[src/rtl/dfr_output_layer.sv]
// ============================================================================
// dfr_output_layer
//
// Readout layer of a delay-feedback reservoir. For each sample s it computes
// the dot product of the NUM_VIRTUAL_NODES reservoir node values stored at
// s*NUM_VIRTUAL_NODES.. with the weight vector. It then scales the sum back by
// FRAC_BITS and writes one word per sample to the output memory. The datapath
// performs one multiply-accumulate per cycle, so address issue and accumulation
// overlap.
//
// Optional feature:
//   DFR_OUTPUT_SATURATE_EN  defined   -> out_data clamps to the signed range
//                           undefined -> out_data keeps the low bits (wraps)
//
// Ports:
//   S_AXI_ACLK, S_AXI_ARESETN  clock, async active-low reset
//   start, num_samples         launch pulse and number of samples (taken in IDLE)
//   res_addr / res_data        reservoir history read port (1-cycle latency)
//   weight_addr / weight_data  weight memory read port (1-cycle latency)
//   out_wr_en/out_addr/out_data output memory write port
//   busy, done                 status: busy while running, done is a 1-cycle pulse
// ============================================================================
module dfr_output_layer #(
    parameter int NUM_VIRTUAL_NODES            = 100,
    parameter int RESERVOIR_DATA_WIDTH         = 32,
    parameter int RESERVOIR_HISTORY_ADDR_WIDTH = 16,
    parameter int FRAC_BITS                    = 16
) (
    input  logic                                    S_AXI_ACLK,
    input  logic                                    S_AXI_ARESETN,
    input  logic                                    start,
    input  logic [31:0]                             num_samples,
    output logic [RESERVOIR_HISTORY_ADDR_WIDTH-1:0] res_addr,
    input  logic [RESERVOIR_DATA_WIDTH-1:0]         res_data,
    output logic [7:0]                              weight_addr,
    input  logic [RESERVOIR_DATA_WIDTH-1:0]         weight_data,
    output logic                                    out_wr_en,
    output logic [15:0]                             out_addr,
    output logic [RESERVOIR_DATA_WIDTH-1:0]         out_data,
    output logic                                    busy,
    output logic                                    done
);

    localparam int W      = RESERVOIR_DATA_WIDTH;
    localparam int ACC_W  = 2*W + 8;
    localparam int NODE_W = (NUM_VIRTUAL_NODES > 1) ? $clog2(NUM_VIRTUAL_NODES) : 1;
    localparam logic [NODE_W-1:0] LAST_NODE = NODE_W'(NUM_VIRTUAL_NODES - 1);

    typedef enum logic [2:0] {IDLE, FETCH, ACCUM, WRITE, FINISH} state_t;

    state_t                    state;
    logic [NODE_W-1:0]         node_cnt;
    logic [31:0]               sample_cnt;
    logic [31:0]               num_lat;
    logic signed [ACC_W-1:0]   acc;
    logic                      rd_vld;   // res_data/weight_data carry a fetched pair

    logic signed [2*W-1:0]     prod;
    logic signed [ACC_W-1:0]   mac_sum;
    logic signed [ACC_W-1:0]   shifted;
    logic [W-1:0]              result;
    logic                      more_samples;

    assign prod    = $signed(res_data) * $signed(weight_data);
    assign mac_sum = acc + {{8{prod[2*W-1]}}, prod};
    // Arithmetic shift drops the weight fraction, which keeps node scaling.
    assign shifted = mac_sum >>> FRAC_BITS;
    assign more_samples = ({1'b0, sample_cnt} + 33'd1) < {1'b0, num_lat};

`ifdef DFR_OUTPUT_SATURATE_EN
    localparam logic signed [ACC_W-1:0] MAXV = {{(ACC_W-W+1){1'b0}}, {(W-1){1'b1}}};
    localparam logic signed [ACC_W-1:0] MINV = {{(ACC_W-W+1){1'b1}}, {(W-1){1'b0}}};
    always_comb begin
        result = shifted[W-1:0];
        if (shifted > MAXV)
            result = {1'b0, {(W-1){1'b1}}};
        else if (shifted < MINV)
            result = {1'b1, {(W-1){1'b0}}};
    end
`else
    assign result = shifted[W-1:0];
`endif

    // Bits discarded by the reduction to W bits.
    logic unused_bits;
    assign unused_bits = ^{shifted[ACC_W-1:W], mac_sum[FRAC_BITS-1:0]};

    always_ff @(posedge S_AXI_ACLK or negedge S_AXI_ARESETN) begin
        if (!S_AXI_ARESETN) begin
            state       <= IDLE;
            node_cnt    <= '0;
            sample_cnt  <= '0;
            num_lat     <= '0;
            acc         <= '0;
            rd_vld      <= 1'b0;
            res_addr    <= '0;
            weight_addr <= '0;
            out_wr_en   <= 1'b0;
            out_addr    <= '0;
            out_data    <= '0;
            busy        <= 1'b0;
            done        <= 1'b0;
        end else begin
            rd_vld    <= (state == FETCH);
            out_wr_en <= 1'b0;
            done      <= 1'b0;
            if (rd_vld)
                acc <= mac_sum;

            case (state)
                IDLE: begin
                    if (start) begin
                        num_lat    <= num_samples;
                        sample_cnt <= '0;
                        if (num_samples != 32'd0) begin
                            state       <= FETCH;
                            busy        <= 1'b1;
                            acc         <= '0;
                            node_cnt    <= '0;
                            res_addr    <= '0;
                            weight_addr <= '0;
                        end else begin
                            state <= FINISH;
                            done  <= 1'b1;
                        end
                    end
                end
                FETCH: begin
                    if (node_cnt == LAST_NODE) begin
                        state <= ACCUM;
                    end else begin
                        node_cnt    <= node_cnt + 1'b1;
                        res_addr    <= res_addr + 1'b1;
                        weight_addr <= weight_addr + 8'd1;
                    end
                end
                ACCUM: begin
                    // The last product is still in flight, so the output word
                    // is formed from the final sum rather than from acc.
                    state     <= WRITE;
                    out_wr_en <= 1'b1;
                    out_addr  <= sample_cnt[15:0];
                    out_data  <= result;
                end
                WRITE: begin
                    if (more_samples) begin
                        state       <= FETCH;
                        sample_cnt  <= sample_cnt + 32'd1;
                        acc         <= '0;
                        node_cnt    <= '0;
                        // res_addr still holds the last node of this sample,
                        // so the next base follows directly and wraps naturally.
                        res_addr    <= res_addr + 1'b1;
                        weight_addr <= '0;
                    end else begin
                        state <= FINISH;
                        done  <= 1'b1;
                        busy  <= 1'b0;
                    end
                end
                FINISH: state <= IDLE;
                default: state <= IDLE;
            endcase
        end
    end

endmodule

[config.mk]
export PLATFORM = sky130hd
export DESIGN_NAME = dfr_output_layer
export DESIGN_NICKNAME = d
export VERILOG_FILES = /design/src/rtl/dfr_output_layer.sv
export SDC_FILE = /design/constraint.sdc
export NUM_CORES = 2
export LEC_CHECK = 0
export BUFFER_PORTS_ARGS = -buffer_cell sky130_fd_sc_hd__buf_2
export CAP_MARGIN = 40
export CORE_ASPECT_RATIO = 1.4
export CORE_MARGIN = 1.5
export CORE_UTILIZATION = 40
export CTS_CLUSTER_SIZE = 16
export DETAILED_ROUTE_END_ITERATION = 8
export REMOVE_ABC_BUFFERS = 1
export SLEW_MARGIN = 20
export SYNTH_ARGS = -nofsm -noshare
export SYNTH_HDL_FRONTEND = slang
export SYNTH_SLANG_ARGS = --single-unit
[constraint.sdc]
create_clock -name S_AXI_ACLK -period 6.6 [get_ports S_AXI_ACLK]
set_input_delay 0 -clock S_AXI_ACLK [delete_from_list [all_inputs] [get_ports S_AXI_ACLK]]
set_output_delay 0 -clock S_AXI_ACLK [all_outputs]
set_load 0.02 [all_outputs]
==> results.py <==
metrics = {
    "setup_path": {
        "reg2reg_setup_slack_ps": 1240,
        "arrival_ps": 8550,
        "required_ps": 7040,
        "slowest_delay_ps": 550,
        "cp_slowest_cell": "fa_1",
        "startpoint_type": "input port",
        "end_kind": "flip-flop",
        "criticalPathCategory": "input port to flip-flop",
        "crit_top_cell": "fa_1",
        "crit_path_max_fanout": 5,
    },
    "cts": {
        "htree_num_levels": 4,
        "clk_pin_slew_ps": 70,
        "root_buffer": "clkbuf_16",
        "insertion_delay_ps": 520,
        "cts_made_buffers": 25,
        "cts_tree": "yes",
        "cts.sinks": 198,
        "cts_buffer_depth": 3,
    },
    "run_status": {
        "violations": "negative setup slack",
        "status": "complete, but fails checks",
    },
    "route": {
        "top_layer_used": "met4",
        "via_count": 32600,
        "drc": 0,
        "drt_iter0_markers": 1202,
        "routedWlPerCell_um": 17.8,
        "met1_length_um": 46100,
        "drt-total-wl_um": 117000,
        "ant_nets": 0,
        "wl_met3_um": 3310,
        "drtPass1Iterations": 4,
        "met2_length_um": 63500,
        "vias_per_cell": 4.94,
    },
    "global_route": {
        "track_usage_pct": 23.1,
        "grt_overflow": 0,
        "grt_start_max_net_pins": 82,
        "grt_pass1_wl_um": 193000,
        "grt_antenna_before_repair": 2,
        "grt_pass1_vias": 35900,
    },
    "yosys": {
        "synth_edf_count": 0,
        "async_flop_share_pct": 100,
        "yosys_warnings": 0,
        "synthCells": 4638,
        "yosys_register_bits": 198,
        "yosysSeqAreaShare_pct": 11.9,
        "postSynthAreaPerCell_um2": 8.98,
        "synth_cell_type_count": 80,
        "yosys_most_used_dff": "dfrtp_1",
        "synth_area_mm2": 0.0416,
    },
    "timing": {
        "layout_setup_ws_ps": -1510,
        "setup_tns_ps": -60630,
        "tightest_slew_ps": 684,
        "finClkSkew_ps": 27.1,
        "min_period_ps": 8110,
        "setup_viol": 65,
        "fmax_ghz": 0.123,
        "fin_crit_sh_pct": 123,
        "hold_violations": 0,
        "rsz0062_at_grt": "yes",
        "timing.slew.headroom_pct": 54.4,
        "slew_violations": 0,
    },
    "floorplanning": {
        "start_util_pct": 40.4,
        "row_count": 139,
        "die_h_um": 385,
        "core-area_mm2": 0.103,
        "die_w_um": 276,
        "die-area_mm2": 0.106,
        "ioPinCount": 174,
    },
    "placement": {
        "dp_hpwl_um": 97300,
        "pre_cts_ws_ps": -2900,
        "portBuffers": 173,
        "place.gp.congestion": 0.886,
        "dpl-instance-area_mm2": 0.0474,
    },
    "final_layout": {
        "layout_common_cells": "873 x inv_1, 803 x fa_1, 638 x nand2_1",
        "area_growth_pct": 25.3,
        "multi_input_area_mm2": 0.0345,
        "fillCellCount": 9481,
        "drive_gt1_share_pct": 23.6,
        "nets": 6433,
        "final_area_mm2": 0.0522,
        "final_common_cell": "inv_1",
        "regArea_mm2": 0.00496,
    },
    "job": {
        "drv_cap": 0,
    },
    "hold_path": {
        "hold_class": "input port to async pin",
    },
}
path summary, 6_finish.rpt:
kind / start / end / cells past startpoint
worst max-delay path: res_data[15] / out_data[30] / 36
worst min-delay path: S_AXI_ARESETN / res_addr[0] / 2
worst max register to register: sample_cnt[0] / sample_cnt[31] / 18
worst min register to register: out_data[11] / out_data[11] / 2
max in group asynchronous: S_AXI_ARESETN / sample_cnt[0] / 4
min in group S_AXI_ACLK: num_samples[0] / num_lat[0] / 4
Yosys cell counts (14+ instances only):
master,n,area share (%)
nand4_1,19,0.29
nor3_1,22,0.26
mux2i_1,37,0.89
nand2b_1,29,0.44
and2_1,509,7.6
fa_1,840,40
a211oi_1,17,0.31
and3_1,22,0.33
a21oi_1,96,1.2
dfrtp_1,198,12
xor2_1,53,1.1
o21ai_0,120,1.4
ha_1,253,7.6
inv_1,946,8.5
nor2_1,125,1.1
a31oi_1,18,0.27
o21a_1,14,0.25
nand3_1,69,0.83
nand2_1,670,6.0
a21o_1,51,0.92
clkbuf_1,207,1.9
xnor2_1,116,2.4
nor2b_1,23,0.35
o211ai_1,18,0.32
registers in the layout, summed over array words and instances (netlist names):
register / cells
busy: 1
res_addr: 16
done: 1
out_data: 32
sample_cnt: 32
state: 3
out_wr_en: 1
weight_addr: 8
node_cnt: 7
out_addr: 16
num_lat: 32
rd_vld: 1
acc: 48
per-layer routing:
metal / vias to the layer above / GRT usage, %
li1: 15100 / -
met1: 16700 / 28.0
met2: 574 / 43.2
met3: 180 / 1.71
met4: 0 / 6.95
met5: - / 0
worst max-delay path, delay by kind of cell:
kind / cells / cell delay [ps]
adders and majority gates: 10 / 4720
buffers and inverters: 9 / 720
AOI/OAI and AO/OA: 11 / 1930
and+or+nand+nor: 5 / 1080
xor gates and xnor gates: 1 / 90
kinds of logic after synthesis:
group                      after synthesis  share of synthesized area, %
muxes                                   37                         0.890
AOI/OAI and AO/OA                      423                          6.61
and+or+nand+nor                       1544                          18.4
xor gates and xnor gates               170                          3.61
adders and majority gates             1093                          48.0
DFF                                    198                          11.9
buffers and inverters                 1173                          10.6
layout make-up:
cell class                      count  share of cell area, %
Multi-Input combinational cell   3267                   66.1
Timing Repair Buffer              802                   13.0
Sequential cell                   198                   9.50
Inverter                          947                   6.82
Tap cell                         1339                   3.21
Clock buffer                       28                   1.26
Clock inverter                      5                 0.0647
Antenna cell                        2                0.00959
stage by stage:
step	std cells	hold slack, ps	utilization, %
2_1_floorplan	4412	-296	-
3_3_place_gp	6432	48.1	45.9
3_5_place_dp	6436	49.1	46.0
4_1_cts	6568	76.8	49.6
5_1_grt	6587	107	50.7
6_report	6588	73.8	50.7
timing repair:
item                                    in CTS  in global routing
hold buffers                                34                  0
resized for setup                          506                232
endpoints found under the hold margin      113                  0
pin swaps                                  295                236
endpoints found under the setup margin      68                 69
setup buffers                               74                 32
gates cloned                                 6                  1
Power is left out: the tool's default activity adds up to more than one toggle a clock period on the data nets, which glitch-free logic cannot reach.
